## config.mk

```make
export PLATFORM = sky130hd
export DESIGN_NAME = button_conditioner_flat
export DESIGN_NICKNAME = d
export VERILOG_FILES = /design/src/rtl/button_conditioner_pkg.sv /design/src/rtl/button_conditioner_if.sv /design/src/rtl/button_conditioner_sync.sv /design/src/rtl/button_conditioner.sv /design/src/flat_wrapper.sv
export SDC_FILE = /design/constraint.sdc
export NUM_CORES = 1
export LEC_CHECK = 0
export BUFFER_PORTS_ARGS = -buffer_cell sky130_fd_sc_hd__clkbuf_2
export CORE_UTILIZATION = 50
export CTS_CLUSTER_DIAMETER = 50
export DETAILED_ROUTE_END_ITERATION = 12
export GPL_TIMING_DRIVEN = 0
export PLACE_DENSITY = 0.67
export SKIP_LAST_GASP = 1
export SLEW_MARGIN = 20
export SYNTH_ARGS = -nofsm -noshare
export SYNTH_HDL_FRONTEND = slang
export SYNTH_SLANG_ARGS = --single-unit
```

## constraint.sdc

```tcl
create_clock -name clk -period 2.2 [get_ports clk]
set_input_delay 0.44 -clock clk [delete_from_list [all_inputs] [get_ports clk]]
set_output_delay 0.44 -clock clk [all_outputs]
set_load 0.02 [all_outputs]
```

## src/rtl/button_conditioner_pkg.sv

```systemverilog
// Shared constants and helpers for the button conditioner: default timing
// values, small test-override values and a constant clog2 for counter sizing.
package button_conditioner_pkg;

   localparam int WIDTH_DEF          = 4;
   localparam int SAMPLE_CNT_MAX_DEF = 62500;  // 0.5 ms at 125 MHz
   localparam int PULSE_CNT_MAX_DEF  = 200;    // 100 ms of stable samples

   // Short timing used by simulation so a full debounce takes a dozen cycles.
   localparam int TEST_SAMPLE_CNT_MAX = 4;
   localparam int TEST_PULSE_CNT_MAX  = 3;

   localparam int SYNC_STAGES = 2;

   function automatic int clog2(input int unsigned v);
      int r;
      r = 0;
      for (int i = 0; i < 32; i++)
         if ((32'd1 << i) < v) r = i + 1;
      return r;
   endfunction

   // Never return a zero width, even for degenerate parameter values.
   function automatic int cnt_width(input int unsigned v);
      int r;
      r = clog2(v);
      return (r < 1) ? 1 : r;
   endfunction

endpackage

```

## src/rtl/button_conditioner_if.sv

```systemverilog
// Button conditioner bus: raw button levels in, debounced level and press pulse out.
interface button_conditioner_if #(parameter int WIDTH = 4);

   logic [WIDTH-1:0] in;
   logic [WIDTH-1:0] out_level;
   logic [WIDTH-1:0] out_pulse;

   modport master (output in, input out_level, input out_pulse);
   modport slave  (input in, output out_level, output out_pulse);

endinterface

```

## src/rtl/button_conditioner_sync.sv

```systemverilog
// Multi-flop synchronizer bringing asynchronous button levels into the clk domain.
module button_conditioner_sync
   import button_conditioner_pkg::*;
#(
   parameter int WIDTH  = 4,
   parameter int STAGES = SYNC_STAGES
) (
   input  logic             clk,
   input  logic             rst,
   input  logic [WIDTH-1:0] d,
   output logic [WIDTH-1:0] q
);

   logic [STAGES-1:0][WIDTH-1:0] sr;

   always_ff @(posedge clk) begin
      if (rst) sr <= '0;
      else     sr <= {sr[STAGES-2:0], d};
   end

   assign q = sr[STAGES-1];

endmodule

```

## src/rtl/button_conditioner.sv

```systemverilog
// Turns raw push-button levels into a debounced level and one registered
// pulse per accepted press, for the button-to-FIFO writer downstream.
module button_conditioner
   import button_conditioner_pkg::*;
#(
   parameter int WIDTH          = WIDTH_DEF,
   parameter int SAMPLE_CNT_MAX = SAMPLE_CNT_MAX_DEF,
   parameter int PULSE_CNT_MAX  = PULSE_CNT_MAX_DEF
) (
   input  logic                 clk,
   input  logic                 rst,
   button_conditioner_if.slave  bus
);

   localparam int TW = cnt_width(SAMPLE_CNT_MAX);
   localparam int CW = cnt_width(PULSE_CNT_MAX + 1);

   logic [WIDTH-1:0]         sync;
   logic [TW-1:0]            tick_cnt;
   logic                     tick;
   logic [WIDTH-1:0][CW-1:0] cnt;
   logic [WIDTH-1:0]         level;
   logic [WIDTH-1:0]         level_d;
   logic [WIDTH-1:0]         pulse;

   button_conditioner_sync #(
      .WIDTH  (WIDTH),
      .STAGES (SYNC_STAGES)
   ) u_sync (
      .clk (clk),
      .rst (rst),
      .d   (bus.in),
      .q   (sync)
   );

   // One sample tick shared by every bit keeps the per-bit state to a counter.
   assign tick = (tick_cnt == TW'(SAMPLE_CNT_MAX - 1));

   always_ff @(posedge clk) begin
      if (rst || tick) tick_cnt <= '0;
      else             tick_cnt <= tick_cnt + TW'(1);
   end

   // Any low synchronized sample restarts the debounce; a full count saturates.
   always_ff @(posedge clk) begin
      for (int i = 0; i < WIDTH; i++) begin
         if (rst || !sync[i])
            cnt[i] <= '0;
         else if (tick && (cnt[i] < CW'(PULSE_CNT_MAX)))
            cnt[i] <= cnt[i] + CW'(1);
      end
   end

   for (genvar i = 0; i < WIDTH; i++) begin : g_level
      assign level[i] = (cnt[i] == CW'(PULSE_CNT_MAX));
   end

   always_ff @(posedge clk) begin
      if (rst) begin
         level_d <= '0;
         pulse   <= '0;
      end else begin
         level_d <= level;
         pulse   <= level & ~level_d;
      end
   end

   assign bus.out_level = level;
   assign bus.out_pulse = pulse;

endmodule
```

## src/flat_wrapper.sv

```systemverilog
// flat-port wrapper written by rule: the top's interface ports become plain ports
module button_conditioner_flat import button_conditioner_pkg::*;
#(
   parameter int WIDTH          = WIDTH_DEF,
   parameter int SAMPLE_CNT_MAX = SAMPLE_CNT_MAX_DEF,
   parameter int PULSE_CNT_MAX  = PULSE_CNT_MAX_DEF
)
  (clk, rst, bus_in, bus_out_level, bus_out_pulse);
  button_conditioner_if #(.WIDTH(WIDTH)) bus_i ();
  input  logic clk;
  input  logic rst;
  input wire logic [$bits(bus_i.in)-1:0] bus_in;
  output wire logic [$bits(bus_i.out_level)-1:0] bus_out_level;
  output wire logic [$bits(bus_i.out_pulse)-1:0] bus_out_pulse;
  assign bus_i.in = bus_in;
  assign bus_out_level = bus_i.out_level;
  assign bus_out_pulse = bus_i.out_pulse;
  button_conditioner #(.WIDTH(WIDTH), .SAMPLE_CNT_MAX(SAMPLE_CNT_MAX), .PULSE_CNT_MAX(PULSE_CNT_MAX)) u_core (.clk(clk), .rst(rst), .bus(bus_i));
endmodule
```

# Word level (Yosys, flattened, before mapping)
# Cells that the tools add are included.
[totals]
regBits = 64
latchBits = 0
ramBits = 0
mem_bits_ro = 0
input_bits = 6
out_inout_bits = 8
elab_cells = 38
memories = 0
[op_classes]
addsub = 5
n_mul = 0
div_mod_pow = 0
order_cmp = 4
eq_ne = 5
n_shift = 0
mux = 0
n_bitwise = 2
reduce_logical = 13
[op_table]
columns = ["operator", "n"]
rows = [
  ["8-bit by 1-bit adder with 8-bit output (second input constant)", 4],
  ["8-bit == test (second input constant)", 4],
  ["8-bit < comparator (second input constant)", 4],
  ["16-bit by 1-bit adder with 16-bit output (second input constant)", 1],
  ["16-bit == test (second input constant)", 1],
  ["1-bit logical OR", 5],
  ["4-bit AND", 1],
  ["1-bit logical AND", 4],
  ["1-bit logical NOT", 4],
  ["4-bit inverter", 1],
]

# Logic depth before layout (Yosys ltp)
# Gate-level depths: netlist of the first run.
[depth]
word_depth = 2
depth_mapped = 7
ltp_nobuf = 5

# Hierarchy
# A second synthesis of the first run with hierarchy kept.
[unflattened]
hier_cells = 337
hier_area_um2 = 2912.8
[by_module_without_submodules]
columns = ["module", "instances", "cells_per_inst", "area_each_um2", "seq_area_each_um2"]
rows = [
  ["button_conditioner", 1, 317, 2672.6, 1121.1],
  ["button_conditioner_sync", 1, 20, 240.2, 160.2],
]

# Worst setup path after synthesis of the first run
# No wires, ideal clock.
[synth_timing]
path_type = "register to register"
start = "register u_core.tick_cnt[0]"
end = "register u_core.cnt[26] (netlist bit)"
setup_ns = 0.070
arrival_time_ns = 1.706
required_ns = 2.130
setup_slack_ns = 0.424
path_stages_with_launch = 7
n_path_buf = 1
period_less_slack_ns = 1.776
path_cell_list = "dfxtp_1 -> ha_1 -> and4bb_2 -> nand4_4 -> buf_6 -> or4_1 -> a21oi_1"
[synth_between]
elab_chain_len = 2
[synth_lines]
columns = ["element", "line_no", "source"]
rows = [
  ["from (decl)", "button_conditioner.sv:19", "logic [TW-1:0] tick_cnt;"],
  ["from (signal assigned)", "button_conditioner.sv:41", "else tick_cnt <= tick_cnt + TW'(1);"],
  ["16-bit == test", "button_conditioner.sv:37", "assign tick = (tick_cnt == TW'(SAMPLE_CNT_MAX - 1));"],
  ["1-bit logical AND", "button_conditioner.sv:49", "else if (tick && (cnt[i] < CW'(PULSE_CNT_MAX)))"],
  ["to (signal, indexed assignment)", "button_conditioner.sv:50", "cnt[i] <= cnt[i] + CW'(1);"],
  ["to (decl)", "button_conditioner.sv:21", "logic [WIDTH-1:0][CW-1:0] cnt;"],
]
# No other way between the ends.
# A chain may end at the register's enable or synchronous reset.

# Worst setup path after layout of the first run
[layout_timing]
start = "register u_core.cnt[8] (netlist bit)"
end = "output port bus_out_level[1]"
[layout_between]
elab_chain_len = 1
[layout_lines]
columns = ["element", "line_no", "source"]
rows = [
  ["8-bit == test", "button_conditioner.sv:55", "assign level[i] = (cnt[i] == CW'(PULSE_CNT_MAX));"],
  ["to (decl)", "flat_wrapper.sv:13", "output wire logic [$bits(bus_i.out_level)-1:0] bus_out_level;"],
]
# No other way between the ends.

==> results.yml, run 1 <==
timing:
  period_share_pct: 96.14
  period_needed_ns: 2.115
  fmax_mhz: 472.8
  finalSetupViolCount: 0
  fin_ws_ns: 0.08483
  worst_slew_pin_slew_ns: 0.6099
  drv_slew: 0
  maxSlewHeadroom_pct: 58.82
  fin_skew_ns: 0.008209
  final-hold-violation-count: 0
worst_setup_path:
  crit_arrival_ns: 1.68
  crit_type: "register to output pin"
  reg2reg_from: "u_core.tick_cnt[1]"
  r2r-end: "u_core.cnt[26]"
  start_kind: "register"
  end_kind: "output pin"
  crit_required_ns: 1.76
  reg2reg_slack_ns: 0.17
  path_max_fanout: 6
  r2r.worst_path.cells: 7
route:
  wl_per_cell_um: 13.85
  vias: 2459
  ant_nets: 0
  drt_iter0_drc: 173
  dr.pass1.iters: 4
  vias_per_cell: 5.679
  drc: 0
  wirelength_mm: 5.996
pwr:
  cellInternalPower_w: 0.001878
  power.switching_w: 0.0004629
  p_leak_nw: 1.134
  p_sw_share_pct: 19.78
  p_seq_share_pct: 50.3
  clkPwrFrac_pct: 48.1
  power_density_nw_per_um2: 708.7
  vdd_ir_drop_max_uv: 350.1
  combPwrFrac_pct: 1.6
min_path:
  hold_class: "input port to register"
  min-delay-start: "bus_in[2]"
  min_to: "u_core.u_sync.sr[2]"
  min_path_cells: 2
clocking:
  clkTransAtPathRegs_ns: 0.07
  root_buffer: "clkbuf_8"
  clock_latency_ns: 0.34
  clockBufferDepth: 2
  cts_sinks: 64
  cts_tree: "built"
  numCtsBuffers: 9
  cts_htree_levels: 3
place:
  dp_hpwl_mm: 4.083
  pre_cts_slack_ns: 0.06178
  finalWeightedCongestion: 0.8259
  place_area_um2: 3073
  portBuffers: 13
  dpl.cell_count: 419
global_route:
  grt_pass1_vias: 2228
  grt_max_degree: 11
  grt_util_all_layers_pct: 21.42
  antenna_found_initial: 0
  grt_pass1_wl_mm: 10.20
  grt_overflow: 0
yosys:
  synth.cell_area_um2: 2918
  yosysTopAreaCell: "dfxtp_1"
  synth_top_area_share_pct: 43.91
  synth_fp_nets: 350
  synth-compound-area-share_pct: 12.61
  seq_area_frac_synth_pct: 43.91
  synth_xor_xnor_area_share_pct: 3.302
  ys_types: 36
  synth.ff_latch_count: 64
  syn_inst: 334
  avgSynthCellArea_um2: 8.736
  yosysWarningCount: 0
  synthMuxAreaShare_pct: 0
  ys_top_cells_by_area: "dfxtp_1 (44%), a21oi_1 (5.3%), nand3_1 (4.6%), ha_1 (4.3%), nor2_1 (3.6%)"
  synth_top_family_by_area: "simple AND/OR/NAND/NOR gates"
  synthSimpleGateAreaFrac_pct: 31.69
  synthAdderAreaFrac_pct: 4.288
floorplan:
  ioPinCount: 14
  core_um2: 5574
  initial_core_util_pct: 52.35
  die_x_um: 78.39
  dieArea_um2: 6145
  die_y_um: 78.39
  rows: 27
finish:
  drive_above_1_share_pct: 11.91
  instances_no_fill: 433
  postLayoutCellArea_um2: 3303
  areaGrowthSynthToFinish_pct: 13.21
  antenna_cells: 0
  fin_nets: 373
run:
  maxCapViolCount: 0
status:
  status: "completed"
-- state kept, by name, indices dropped and copies added, names as in the netlist --
name                  count
u_core.level_d            4
u_core.tick_cnt          16
u_core.u_sync.sr          4
u_core.bus.out_pulse      4
u_core.u_sync.q           4
u_core.cnt               32
-- cell usage in the layout (no fill, tap or decap), drive strengths merged, types with 5 or more instances in the layout --
cell type / instances
nor2: 28
and3: 8
o21ai: 14
buf: 6
or3: 6
xnor2: 5
o31ai: 13
xor2: 6
nand3: 27
or4: 14
nor2b: 8
nand2b: 5
nor3: 20
clkbuf: 31
ha: 10
inv: 17
a21oi: 31
nand4: 11
dfxtp: 64
nand2: 9
and4: 8
-- timing repair --
action,in CTS,in global routing
gates resized for setup,0,6
endpoints found under the setup margin,0,23
endpoints found under the hold margin,0,0
buffers inserted,0,0
hold buffers,0,0
-- synth_stat cells (all sizes together) --
| library cell | instances |
|---|---|
| o31ai | 13 |
| xnor2 | 5 |
| a21oi | 31 |
| xor2 | 6 |
| buf | 7 |
| o311ai | 1 |
| inv | 17 |
| nor4 | 1 |
| nor2b | 8 |
| dfxtp | 64 |
| o21a | 1 |
| and2 | 1 |
| and3 | 8 |
| o21ba | 1 |
| nand2b | 5 |
| o21ai | 14 |
| ha | 10 |
| nor2 | 28 |
| a31oi | 3 |
| nand3 | 27 |
| clkbuf | 6 |
| nand3b | 1 |
| or4 | 14 |
| nor4b | 2 |
| nand4 | 11 |
| nand4b | 2 |
| or2 | 3 |
| nand2 | 9 |
| and4bb | 1 |
| or3 | 6 |
| and4 | 8 |
| nor3 | 20 |
-- worst max-delay path, stage by stage, from the launching register on --
cell	delay, ns
dfxtp_1	0.35
inv_1	0.09
ha_1	0.14
nand3b_1	0.09
or4_4	0.45
inv_1	0.07
clkbuf_2	0.16
-- logic make-up after synthesis --
group | Yosys count
xor+xnor | 11
fa+ha+maj | 10
flops | 64
buf+inv | 30
simple gates | 155
compound gates | 64
-- power by group through the flow --
| stage | clock network, W | registers [W] | logic (W) |
|---|---|---|---|
| after global placement | 0 | 0.00120 | 0.0000385 |
| after detailed placement | 0 | 0.00120 | 0.0000388 |
| final | 0.00113 | 0.00118 | 0.0000377 |
| after CTS | 0.00115 | 0.00118 | 0.0000390 |
| after floorplan | 0 | 0.00120 | 0.0000264 |
| after global routing | 0.00120 | 0.00118 | 0.0000446 |
-- metrics by stage --
step           total power (W)  utilization (%)   TNS (ns)  hold WS [ns]
2_1_floorplan         0.001228                -          0        0.3732
3_3_place_gp          0.001242            55.13          0        0.3777
3_5_place_dp          0.001243            55.13          0        0.3841
4_1_cts               0.002368            59.08          0        0.2980
5_1_grt               0.002428            59.26  -0.005550        0.3075
6_report              0.002341            59.26          0        0.3156
-- how the worst max path moves through the flow --
stage	depth (start not counted)	from	end	slack, ns
2_1_floorplan	6	u_core.tick_cnt[0]	u_core.cnt[26]	0.42
3_3_place_gp	7	u_core.tick_cnt[0]	u_core.cnt[19]	0.1
3_5_place_dp	7	u_core.tick_cnt[0]	u_core.cnt[26]	0.06
4_1_cts	6	u_core.cnt[8]	bus_out_level[1]	0.05
5_1_grt	6	u_core.cnt[8]	bus_out_level[1]	-0.006
6_report	6	u_core.cnt[8]	bus_out_level[1]	0.08
-- cell type report --
class / count / area, um2
clock inverters: 3 / 65.06
fillers: 512 / 2271
multi-input cells: 240 / 1523
flip-flops and latches: 64 / 1282
inverters: 17 / 63.81
well taps: 72 / 90.09
repair buffers: 13 / 65.06
plain buffers: 12 / 58.81
clock buffers: 12 / 155.1
-- per-layer routing --
metal / up-vias / routed length, um / global-route usage [%]
met5: - / 0 / 0
met4: 0 / 106 / 12.41
met3: 8 / 203 / 4.535
met2: 46 / 2803 / 33.07
met1: 1140 / 2883 / 27.55
li1: 1265 / - / -
No activity file was read; power rests on OpenSTA's default activity.
==> run 2: changes to the inputs <==
--- a/config.mk
+++ b/config.mk
@@ -5,14 +5,15 @@
 export SDC_FILE = /design/constraint.sdc
 export NUM_CORES = 1
 export LEC_CHECK = 0
+export ABC_AREA = 1
 export BUFFER_PORTS_ARGS = -buffer_cell sky130_fd_sc_hd__clkbuf_2
 export CORE_UTILIZATION = 50
 export CTS_CLUSTER_DIAMETER = 50
 export DETAILED_ROUTE_END_ITERATION = 12
 export GPL_TIMING_DRIVEN = 0
 export PLACE_DENSITY = 0.67
+export SKIP_CTS_REPAIR_TIMING = 1
 export SKIP_LAST_GASP = 1
-export SLEW_MARGIN = 20
 export SYNTH_ARGS = -nofsm -noshare
 export SYNTH_HDL_FRONTEND = slang
 export SYNTH_SLANG_ARGS = --single-unit
==> run 2 against run 1 <==
Worst setup slack improved by 0.22 ns; count of clock-buffer cells in the layout unchanged; critical endpoint is now bus_out_level[2]; largest power group unchanged; global-route usage shrank 0.65 points; highest routed layer unchanged; critical path type unchanged.
==> results.yml, run 2 <==
route:
  vias_per_cell: 4.838
  drc: 0
  ant_nets: 0
  wirelength_mm: 6.804
  dr.pass1.iters: 4
  wl_per_cell_um: 11.01
  vias: 2990
  drt_iter0_drc: 102
floorplan:
  dieArea_um2: 7325
  initial_core_util_pct: 51.70
  die_y_um: 85.59
  die_x_um: 85.59
  ioPinCount: 14
  rows: 30
  core_um2: 6756
yosys:
  ys_types: 30
  async_flop_share_pct: 0
  synth_xor_xnor_area_share_pct: 2.507
  synth_fp_nets: 527
  yosysMostFrequentCell: "nand2_1"
  synth_top_area_share_pct: 36.68
  seq_area_frac_synth_pct: 36.68
  syn_inst: 511
  synth_edf_count: 0
  synthAdderAreaFrac_pct: 3.582
  yosysWarningCount: 0
  synth-compound-area-share_pct: 5.193
  ys_top_cells_by_area: "dfxtp_1 (37%), nand2_1 (14%), nor2_1 (10%), inv_1 (8.1%), nand3_1 (4.7%)"
  synth.ff_latch_count: 64
  synth_flop_cell: "dfxtp_1"
  synth.cell_area_um2: 3493
  synth_common_cells: "nand2_1 (129), nor2_1 (95), inv_1 (75), dfxtp_1 (64), nand3_1 (33)"
  avgSynthCellArea_um2: 6.836
  synthSimpleGateAreaFrac_pct: 42.08
  synthMuxAreaShare_pct: 0
  synth_top_family_by_area: "simple AND/OR/NAND/NOR gates"
  yosysTopAreaCell: "dfxtp_1"
timing:
  period_needed_ns: 1.895
  fmax_mhz: 527.8
  fin_ws_ns: 0.3052
  worst_slew_pin_slew_ns: 0.4498
  fin_setup_tns_ns: 0
  finalSetupViolCount: 0
  final-hold-violation-count: 0
  fin_skew_ns: 0.007946
  rsz0062_at_grt: "false"
  drv_slew: 0
  maxSlewHeadroom_pct: 69.90
  period_share_pct: 86.13
clocking:
  cts_htree_levels: 3
  clock_latency_ns: 0.34
  clockBufferDepth: 2
  numCtsBuffers: 9
  cts_sinks: 64
  cts_tree: "built"
  clkTransAtPathRegs_ns: 0.07
  root_buffer: "clkbuf_8"
min_path:
  hold_class: "input port to register"
  min_to: "u_core.u_sync.sr[1]"
  min-delay-start: "bus_in[1]"
  min_path_cells: 3
global_route:
  grt_util_all_layers_pct: 20.77
  grt_pass1_vias: 2717
  grt_overflow: 0
  grt_pass1_wl_mm: 11.92
  antenna_found_initial: 0
  grt_max_degree: 11
worst_setup_path:
  reg2reg_slack_ns: 0.53
  r2r-end: "u_core.tick_cnt[10]"
  path_max_fanout: 4
  cpPeakStageDelay_ns: 0.41
  end_kind: "output pin"
  r2r.worst_path.cells: 9
  start_kind: "register"
  crit_type: "register to output pin"
  path_buf_inv: 3
  path_cells: "nand2_1 > inv_1 > nand2_1 > nor2_1 > nand3_1 > inv_1 > clkbuf_2"
  crit_path_top_delay_cell: "dfxtp_1"
  crit_family: "flip-flops"
  crit_required_ns: 1.76
  reg2reg_from: "u_core.tick_cnt[0]"
  crit_arrival_ns: 1.45
run:
  maxCapViolCount: 0
place:
  dp_hpwl_mm: 4.987
  finalWeightedCongestion: 0.8413
  pre_cts_slack_ns: 0.5143
  portBuffers: 12
status:
  status: "completed"
finish:
  fillerInstances: 645
  antenna_cells: 0
  reg_top3: "u_core.cnt: 32 flops, u_core.tick_cnt: 16 flops"
  areaGrowthSynthToFinish_pct: 10.46
  final_common_cell: "nand2_1"
  largest_reg_flops: 32
  drive_above_1_share_pct: 14.31
  fin_nets: 550
  largest_register: "u_core.cnt"
  mostFrequentLayoutCells: "nand2_1 (129), nor2_1 (95), inv_1 (75)"
pwr:
  vdd_ir_drop_max_uv: 427.3
  p_leak_nw: 1.812
  power_density_nw_per_um2: 588.1
[run 2: cells by family (layout without fill, tap and decap cells)]
group	Yosys count	in the layout
compound gates	29	29
buf+inv	84	111
fa+ha+maj	10	10
simple gates	314	314
xor+xnor	10	10
flops	64	64
[run 2: how the worst max path moves through the flow]
stage                       start  cells after the start  slack (ns)             endpoint
4_1_cts            u_core.cnt[22]                      7        0.28     bus_out_level[2]
6_report           u_core.cnt[22]                      7        0.31     bus_out_level[2]
3_3_place_gp   u_core.tick_cnt[0]                      9        0.54  u_core.tick_cnt[10]
3_5_place_dp   u_core.tick_cnt[0]                      9        0.51  u_core.tick_cnt[10]
5_1_grt            u_core.cnt[22]                      7        0.19     bus_out_level[2]
2_1_floorplan  u_core.tick_cnt[0]                      9        0.71  u_core.tick_cnt[10]
[run 2: area by class of cell]
class	count	area, um2	share of cell area (%)
multi-input combinational	363	1864	48.31
buffer	4	47.55	1.232
clock buffer	12	165.2	4.280
sequential	64	1281	33.20
inverter	80	300.3	7.782
tap	80	100.1	2.594
timing repair buffer	12	60.06	1.556
clock inverter	3	40.04	1.038
[run 2: routing by layer]
layer	up-vias	routed length, um	global-route usage, %
li1	1617	-	-
met1	1342	3365	26.55
met2	24	3169	33.53
met3	7	159	4.716
met4	0	109	9.394
met5	-	0	0
[run 2: metrics by stage]
| step | std cells | area, um2 | utilization (%) | total power (W) | hold slack (ns) |
|---|---|---|---|---|---|
| 6_report | 618 | 3859 | 57.11 | 0.002269 | 0.2800 |
| 4_1_cts | 618 | 3859 | 57.11 | 0.002297 | 0.2653 |
| 3_3_place_gp | 603 | 3654 | 54.07 | 0.001254 | 0.3815 |
| 5_1_grt | 618 | 3859 | 57.11 | 0.002369 | 0.2858 |
| 2_1_floorplan | 511 | 3493 | - | 0.001240 | 0.3750 |
| 3_5_place_dp | 603 | 3654 | 54.07 | 0.001256 | 0.3847 |
[run 2: worst min-delay path, stage by stage]
cell	delay, ns
clkbuf_2	0.08
inv_1	0.04
nor2_1	0.03
[run 2: report_power, final]
group	leakage [nW]	internal, W	switching, W	total, W
clock network	0.108	0.000606	0.000435	0.00104
registers	0.518	0.00117	0.00000863	0.00118
logic	1.19	0.0000176	0.0000321	0.0000497
total	1.81	0.00179	0.000476	0.00227
